$ cat config.mk
export PLATFORM = sky130hd
export DESIGN_NAME = leitor_registradores
export DESIGN_NICKNAME = d
export VERILOG_FILES = /design/src/rtl/leitor_registradores.sv
export SDC_FILE = /design/constraint.sdc
export NUM_CORES = 2
export LEC_CHECK = 0
export CAP_MARGIN = 20
export CORE_ASPECT_RATIO = 1.1
export CORE_MARGIN = 10
export CORE_UTILIZATION = 45
export DETAILED_ROUTE_END_ITERATION = 8
export PLACE_DENSITY = 0.67
export SKIP_CTS_REPAIR_TIMING = 1
export SLEW_MARGIN = 20
export SYNTH_ARGS = -nofsm -noshare
export SYNTH_HDL_FRONTEND = slang
export SYNTH_SLANG_ARGS = --single-unit
$ cat constraint.sdc
create_clock -name clk -period 13.4 [get_ports clk]
set_clock_uncertainty 0.15 [all_clocks]
set_input_delay 4.02 -clock clk [delete_from_list [all_inputs] [get_ports clk]]
set_output_delay 4.02 -clock clk [all_outputs]
set_load 0.01 [all_outputs]
$ cat src/rtl/leitor_registradores.sv
// Register-bank read stage for ID: 32x32 register file, WB write port, two bypassed read ports
// and a per-register 2-bit pending-write scoreboard that gates acceptance of decoded reads.
module leitor_registradores #(
    parameter int N_REG   = 32,
    parameter int LARGURA = 32
) (
    input  logic               clk,
    input  logic               reset,
    input  logic               habilita_escrita,
    input  logic [4:0]         end_escrita,
    input  logic [LARGURA-1:0] dado_escrita,
    input  logic               cancelar,
    input  logic [4:0]         end_cancelado,
    input  logic               leitura_valida,
    input  logic [4:0]         rs1,
    input  logic [4:0]         rs2,
    input  logic [4:0]         rd,
    input  logic               escreve_rd,
    output logic               pronto,
    output logic               saida_valida,
    output logic [LARGURA-1:0] dado_rs1,
    output logic [LARGURA-1:0] dado_rs2,
    output logic [4:0]         rd_saida
);

    logic [LARGURA-1:0] banco [N_REG];
    logic [1:0]         pend  [N_REG];
    logic [1:0]         pend_prox [N_REG];
    logic [1:0]         decremento [N_REG];
    logic [1:0]         efetivo [N_REG];
    logic [N_REG-1:0]   dec_wb;
    logic [N_REG-1:0]   dec_can;
    logic [N_REG-1:0]   inc;

    logic               hazard_rs1;
    logic               hazard_rs2;
    logic               saturacao;
    logic               aceita;
    logic [LARGURA-1:0] operando1;
    logic [LARGURA-1:0] operando2;

    // Pending count as seen by this cycle's request: retiring producers already count as done.
    always_comb begin
        for (int i = 0; i < N_REG; i++) begin
            dec_wb[i]     = habilita_escrita && (end_escrita == 5'(i)) && (i != 0);
            dec_can[i]    = cancelar && (end_cancelado == 5'(i)) && (i != 0);
            decremento[i] = {1'b0, dec_wb[i]} + {1'b0, dec_can[i]};
            efetivo[i]    = (pend[i] < decremento[i]) ? 2'd0 : pend[i] - decremento[i];
        end
    end

    assign hazard_rs1 = (rs1 != 5'd0) && (efetivo[rs1] != 2'd0);
    assign hazard_rs2 = (rs2 != 5'd0) && (efetivo[rs2] != 2'd0);
    assign saturacao  = escreve_rd && (rd != 5'd0) && (pend[rd] == 2'd3)
                        && !dec_wb[rd] && !dec_can[rd];
    assign pronto     = !hazard_rs1 && !hazard_rs2 && !saturacao;
    assign aceita     = leitura_valida && pronto;

    // Increment and decrements are summed; the result is floored at zero.
    always_comb begin
        for (int i = 0; i < N_REG; i++) begin
            logic [2:0] soma;
            inc[i]       = aceita && escreve_rd && (rd == 5'(i)) && (i != 0);
            soma         = {1'b0, pend[i]} + {2'b00, inc[i]};
            pend_prox[i] = (soma < {1'b0, decremento[i]}) ? 2'd0
                                                          : 2'(soma - {1'b0, decremento[i]});
        end
    end

    always_comb begin
        if (rs1 == 5'd0)
            operando1 = '0;
        else if (habilita_escrita && (end_escrita == rs1))
            operando1 = dado_escrita;
        else
            operando1 = banco[rs1];

        if (rs2 == 5'd0)
            operando2 = '0;
        else if (habilita_escrita && (end_escrita == rs2))
            operando2 = dado_escrita;
        else
            operando2 = banco[rs2];
    end

    always_ff @(posedge clk) begin
        if (reset) begin
            for (int i = 0; i < N_REG; i++) begin
                banco[i] <= '0;
                pend[i]  <= 2'd0;
            end
            saida_valida <= 1'b0;
            dado_rs1     <= '0;
            dado_rs2     <= '0;
            rd_saida     <= 5'd0;
        end else begin
            if (habilita_escrita && (end_escrita != 5'd0))
                banco[end_escrita] <= dado_escrita;
            for (int i = 0; i < N_REG; i++)
                pend[i] <= pend_prox[i];
            saida_valida <= aceita;
            if (aceita) begin
                dado_rs1 <= operando1;
                dado_rs2 <= operando2;
                rd_saida <= rd;
            end
        end
    end

endmodule

Word level (Yosys, flattened, before mapping)

Memories as Yosys holds them, arrays and structs flattened.
Index checks and enable logic that the tools add are counted.

Bits of input ports: 63
Memories: 2
Memory bits (read-only): 0
Register bits: 70
Word-level logic and storage cells: 566
RAM bits: 1088
Output and inout port bits: 71
Latch bits: 0

Memory list:

| name  | words | bits a word | rd ports | clocked after memory_dff | write ports | RTL line | text |
|---|---|---|---|---|---|---|---|
| banco | 32    | 32          | 2        | 0                        | 32          | 26       | `logic [LARGURA-1:0] banco [N_REG];` |
| pend  | 32    | 2           | 33       | 0                        | 32          | 27       | `logic [1:0] pend [N_REG];` |

Magnitude comparators: 67
Reductions and logical operators: 120
Equal/unequal tests: 96
$mul: 0
Shifts and indexed selects: 0
Add/subtract/negate cells: 124
Bitwise operators: 34
Divide/modulo/power cells: 0
Muxes and demuxes: 119

Operators with widths:

| kind               | count |
|---|---|
| $eq 5x5->1 const B | 48 |
| $mux 2             | 100 |
| $mux 32            | 5 |
| $sub 2x2->2        | 62 |
| $eq 5x4->1 const B | 24 |
| $logic_and 1x1->1  | 106 |
| $add 2x1->3        | 31 |
| $lt 3x2->1         | 31 |
| $add 1x1->2        | 31 |
| $lt 2x2->1         | 31 |
| $eq 5x3->1 const B | 12 |
| $or 1x1->1         | 32 |
| $reduce_or 32->1   | 1 |
| $eq 5x2->1 const B | 6 |
| $bmux 2 s5         | 2 |
| $reduce_bool 5->1  | 4 |
| $eq 5x1->1 const B | 3 |
| $ge 6x6->1 const B | 2 |
| $not 5->6          | 2 |
| $bmux 1 s5         | 2 |
| $eq 5x5->1         | 2 |
| $logic_not 5->1    | 2 |
| $mux 1             | 9 |
| $lt 5x6->1 const B | 1 |
| other kinds (5)    | 11 |

Longest topological paths before layout

Depth in word-level cells: 20
Gate-level depth with buffers: 23
Depth with buffers taken out: 20

Least setup slack after synthesis

Ideal clock, no wire load.

Path kind: input -> output
Start: input cancelar
End: output pronto
Path buffers: 1
Stages: 14
Required time: 9.230 ns
Slack: 2.033 ns
Arrival: 7.197 ns
Path through: clkbuf_1 -> nor2b_1 -> nand2_1 -> nor2_1 -> ha_1 -> ha_1 -> fa_1 -> nor2_1 -> mux4_2 -> or3b_1 -> o311a_1 -> o32ai_1 -> o211ai_1 -> nor2_1

Word-level cells in the longest chain between the ends: 12
Elaborated cells on any way between the ends: 174
Classes of those cells: add/sub: 62; order compare: 31; mux: 39; reduce/logical: 42

RTL lines:

| what                                          | RTL line | text |
|---|---|---|
| from (decl)                                   | 12       | `input logic cancelar,` |
| $logic_and 1x1->1                             | 46       | `dec_can[i] = cancelar && (end_cancelado == 5'(i)) && (i != 0);` |
| $add 1x1->2                                   | 47       | `decremento[i] = {1'b0, dec_wb[i]} + {1'b0, dec_can[i]};` |
| $sub 2x2->2 or $lt 2x2->1 (tied branches)     | 48       | `efetivo[i] = (pend[i] < decremento[i]) ? 2'd0 : pend[i] - decremento[i];` |
| $mux 2                                        | 48       |  |
| $bmux 2 s5, on equally long branches          | 52, 53   |  |
| $mux 2, on equally long branches (2 in a row) | 52, 53   |  |
| $reduce_bool 2->1, on equally long branches   | 52, 53   |  |
| $logic_and 1x1->1, on equally long branches   | 52, 53   |  |
| $logic_not 1->1                               | 56       | `assign pronto = !hazard_rs1 && !hazard_rs2 && !saturacao;` |
| $logic_and 1x1->1                             | 56       |  |
| $logic_and 1x1->1 (*)                         | 56       |  |
| to (decl)                                     | 19       | `output logic pronto,` |

Mark *: on every way between the ends. The rest lies on a longest branch, timed or not. The select of a mux whose other input is x is not followed.

Worst setup path after layout

Start: input end_escrita[0]
End: output pronto

Word-level cells in the longest chain between the ends: 13
Elaborated cells on any way between the ends: 206
Classes of those cells: add/sub: 62; order compare: 31; eq/ne: 31; mux: 39; reduce/logical: 43

RTL lines:

| what                                          | RTL line | text |
|---|---|---|
| from (decl)                                   | 10       | `input logic [4:0] end_escrita,` |
| $eq 5x5->1, or another cell as far along      | 45       | `dec_wb[i] = habilita_escrita && (end_escrita == 5'(i)) && (i != 0);` |
| $logic_and 1x1->1                             | 45       |  |
| $add 1x1->2                                   | 47       |  |
| $sub 2x2->2 or $lt 2x2->1 (tied branches)     | 48       |  |
| $mux 2                                        | 48       |  |
| $bmux 2 s5, on equally long branches          | 52, 53   |  |
| $mux 2, on equally long branches (2 in a row) | 52, 53   |  |
| $reduce_bool 2->1, on equally long branches   | 52, 53   |  |
| $logic_and 1x1->1, on equally long branches   | 52, 53   |  |
| $logic_not 1->1                               | 56       |  |
| $logic_and 1x1->1                             | 56       |  |
| $logic_and 1x1->1 (*)                         | 56       |  |

Marks and branches as above.

==> results_tabular.tex <==
\begin{tabular}{lr}
\hline
Metric & Value \\
\hline
\multicolumn{2}{l}{\textbf{Run status}} \\
Outcome & finished clean \\
\multicolumn{2}{l}{\textbf{Logic synthesis}} \\
Synth Area in Adders & approximately 4.8\% \\
Post-Synth XOR/XNOR Area & less than 1\% \\
Post-synth top flop & edfxtp\_1 \\
Number of enable flip-flop cells after synthesis & approximately 1000 \\
Share of the synthesized area in compound gates (AO/OA/AOI/OAI) & under 10\% \\
Most area-consuming cells after synthesis & edfxtp\_1 46\%, mux4\_2 22\%, and2\_1 9.4\%, dfxtp\_1 4.0\%, ha\_1 2.9\% \\
Sequential cell area fraction in the yosys report & between 50\% and 60\% \\
Total standard cell area after synthesis & 66200 sq um \\
Synthesis-stage register bit count & approximately 1200 \\
Distinct cells, synth & 73 \\
Instance count of the mapped netlist & about 4600 \\
Warnings from Yosys & 0 \\
Main combinational cell family by area after synthesis & multiplexers \\
Share of synthesized cell area in and, or, nand and nor gates & 14.1\% \\
Area fraction of the dominant cell type after synthesis & a little under half \\
Post-synthesis async set-or-reset flop share & 0\% \\
Fraction of synthesized area in multiplexers & between 20\% and 30\% \\
Library cell with the largest summed area after synthesis & edfxtp\_1 \\
Avg Inst Size Synth & between 10 and 15 sq um \\
\multicolumn{2}{l}{\textbf{STA}} \\
Shortest clock period the worst path allows after layout & between 10000 and 15000 ps \\
Slew at the pin closest to its max-slew limit & between 1000 and 1500 ps \\
Post-route fraction of the period consumed by the critical path & between 90\% and 100\% \\
Final setup violation count & 0 \\
Relative slew slack & $\sim$28\% \\
Unrepaired setup endpoints after global routing & false \\
Final number of max-transition violations & 0 \\
Aggregate negative setup slack & 0 ps \\
Final Hold Fails & 0 \\
Highest attainable clock frequency & roughly 77 MHz \\
\multicolumn{2}{l}{\textbf{GRT}} \\
Residual overflow from global routing & 0 \\
Wire length of the first global-routing pass & 319000 um \\
Combined global-route utilization of all metal layers & 27.5\% \\
Maximum number of pins on one net before global-route repair & 142 \\
Number of global-route vias before repair & 43098 \\
Initial antenna violation count & 24 \\
\multicolumn{2}{l}{\textbf{Layout}} \\
Proportion of layout cells with a drive suffix above 1 & 23.1\% \\
Post-layout nets & around 4800 \\
Number of filler cells placed in the layout & around 12000 \\
Layout overhead on the synthesized area & 11.6\% \\
Post-route core utilization & 50.6\% \\
Multi-input gate area in the final layout & about 31000 sq um \\
Area taken by flip-flops and latches & 33400 sq um \\
Post-layout instance count excluding filler cells & between 6000 and 7000 \\
\multicolumn{2}{l}{\textbf{Route}} \\
Vias per Instance & 6.44 \\
Total wirelength of the detailed-routed design & roughly 220000 um \\
Number of design rule violations left after detail routing & 0 \\
Average wire length per cell after detail routing & 34.0 um \\
Routed vias & about 43000 \\
DRT antenna net count & 0 \\
Drt first-iter violations & 6502 \\
DR pass1 iterations & 5 \\
\multicolumn{2}{l}{\textbf{Job}} \\
Max-cap violations & 0 \\
\multicolumn{2}{l}{\textbf{Pwr}} \\
Leak Pwr & about 26 nW \\
Worst vdd ir & between 0.1 and 0.15 mV \\
Relative contribution of sequential cells to total power & 47.1\% \\
Combinational Power Share & 12.5\% \\
Switching share of total power & 25.1\% \\
Net switching power & around 2.2 mW \\
Internal power & between 6 and 7 mW \\
Clock Power Share & $\sim$40\% \\
Areal power density over the cells & between 100 and 150 nW/um\^{}2 \\
\multicolumn{2}{l}{\textbf{Setup path}} \\
Crit path arrival time & roughly 8900 ps \\
Element type at the critical path start & input pin \\
Critical path endpoint category & output port \\
R2R Path End & pend[2][1] \\
Worst EP required & 9230 ps \\
Maximum net fanout on the critical path & 13 \\
Depth of the worst register-to-register path & 16 \\
Type of the worst setup path & input pin to output port \\
Reg2Reg Setup Slack & $\sim$7600 ps \\
R2r startpoint & pend[14][0] \\
\multicolumn{2}{l}{\textbf{Placement}} \\
Number of placed instances, taps included & approximately 6400 \\
DPL Wire Length & between 100000 and 150000 um \\
Port bufs & between 100 and 150 \\
Final weighted congestion of routability-driven global placement & $\sim$0.94 \\
\multicolumn{2}{l}{\textbf{Hold path}} \\
Hold\_sp & rd\_saida[1] \\
HP Class & flip-flop to flip-flop \\
Endpoint of the worst hold path & rd\_saida[1] \\
Cells on Worst Hold Path & 2 \\
\multicolumn{2}{l}{\textbf{Die}} \\
I/O pin cnt & $\sim$130 \\
Core box area & roughly 150000 sq um \\
Initial core utilization & between 40\% and 50\% \\
Chip Height & 422 um \\
Die width & 386 um \\
Number of placement rows & about 150 \\
Full die area & roughly 160000 sq um \\
\multicolumn{2}{l}{\textbf{Clocking}} \\
Clock tree from TritonCTS & yes \\
Root buffer cell & clkbuf\_16 \\
Total clock buffers created by CTS & 130 \\
Buffer depth of the longest clock path & 3 \\
H-tree levels & 4 \\
Insertion delay to the later sink of the worst-skew pair & about 790 ps \\
Clock sinks & 1156 \\
Clock transition at the registers of the reported paths & roughly 50 ps \\
\hline
\end{tabular}
synthesized netlist by cell type, types with 24 or more instances:
master	count
xor2_1	41
nand2_1	41
mux4_2	660
nor2_1	177
dfxtp_1	132
clkbuf_1	331
and2_1	995
a21oi_1	95
or2_2	31
ha_1	155
buf_1	37
mux2_1	55
inv_1	128
mux2i_1	69
buf_2	56
nor3_1	41
o21ai_0	76
fa_1	62
edfxtp_1	1024
nor2b_1	79
nand2b_1	24
nor3b_1	59
cell usage in the layout (no fill, tap or decap), types with 27 or more instances in the layout:
cell type,count
a21oi_1,94
xor2_1,41
clkdlybuf4s50_1,119
nor3b_1,59
conb_1,32
edfxtp_1,1024
nor2_1,146
fa_1,62
and2_1,995
or2_2,31
dfxtp_1,132
clkbuf_16,134
nor3_1,40
mux2_1,55
mux2i_1,69
buf_4,124
nor2b_1,79
clkbuf_1,27
inv_1,128
ha_1,155
nor2_4,31
nand2_1,41
o21ai_0,76
mux4_2,660
worst max-delay path, stage by stage:
cell	delay, ps
clkdlybuf4s50_1	690
or4b_1	710
nor2_1	150
ha_1	270
ha_1	210
fa_1	520
nor2_1	50
mux4_2	440
a2111oi_0	540
o31ai_1	150
o32ai_1	170
o211ai_1	260
nor2_1	170
clkdlybuf4s50_1	550
logic make-up (layout without fill, tap and decap cells):
group | count (synthesis) | after routing
flip-flops | 1156 | 1156
other | 1 | 45
AND/OR/NAND/NOR | 1550 | 1550
XOR/XNOR | 47 | 47
adder cells (fa/ha/maj) | 217 | 217
buffers and inverters | 562 | 625
AO/OA/AOI/OAI | 236 | 236
multiplexers | 794 | 794
area by class of cell:
| type | instances | area share [%] |
|---|---|---|
| well taps | 1937 | 3.28 |
| flip-flops and latches | 1156 | 45.2 |
| diodes | 13 | 0.0440 |
| inverters | 130 | 0.660 |
| repair buffers | 258 | 3.15 |
| clock buffers | 170 | 4.84 |
| clock inverters | 67 | 0.870 |
| multi-input cells | 2876 | 42.0 |
power groups by stage:
stage	Clock, mW	Combinational [mW]	Sequential (mW)
after floorplan	0	0.701	4.25
after global placement	0	1.10	4.26
after detailed placement	0	1.10	4.28
after CTS	3.63	1.10	4.20
after global routing	3.77	1.15	4.23
final	3.60	1.11	4.21
how the worst max path moves through the flow:
| stage | from | endpoint | slack, ps |
|---|---|---|---|
| 3_5_place_dp | end_escrita[0] | pronto | 390 |
| 4_1_cts | end_escrita[0] | pronto | 390 |
| 6_report | end_escrita[0] | pronto | 330 |
| 5_1_grt | end_escrita[0] | pronto | 230 |
| 2_1_floorplan | cancelar | pronto | 2030 |
| 3_3_place_gp | end_escrita[0] | pronto | 450 |
through the flow:
step	instance area (sq um)	power (mW)	hold WS, ps	setup WS (ps)
2_1_floorplan	66300	4.95	343	2030
3_3_place_gp	69600	5.36	307	454
5_1_grt	73900	9.15	352	230
4_1_cts	73900	8.94	331	386
3_5_place_dp	69600	5.38	322	394
6_report	73900	8.92	327	332
state kept, by name, summed over array words and instances, names as in the netlist:
signal,count
rd_saida,5
dado_rs1,32
dado_rs2,32
saida_valida,1
pend,62
banco,1024
metal layers:
layer | part of all wire [%] | GRT usage [%] | up-vias | routed length (um)
li1 | - | - | 17140 | -
met4 | 5.3 | 13.0 | 16 | 11900
met2 | 47 | 43.5 | 2957 | 107000
met5 | 0.057 | 0 | - | 129
met1 | 35 | 35.4 | 21847 | 79000
met3 | 12 | 6.75 | 594 | 27000
(Power assumes the default switching activity.)
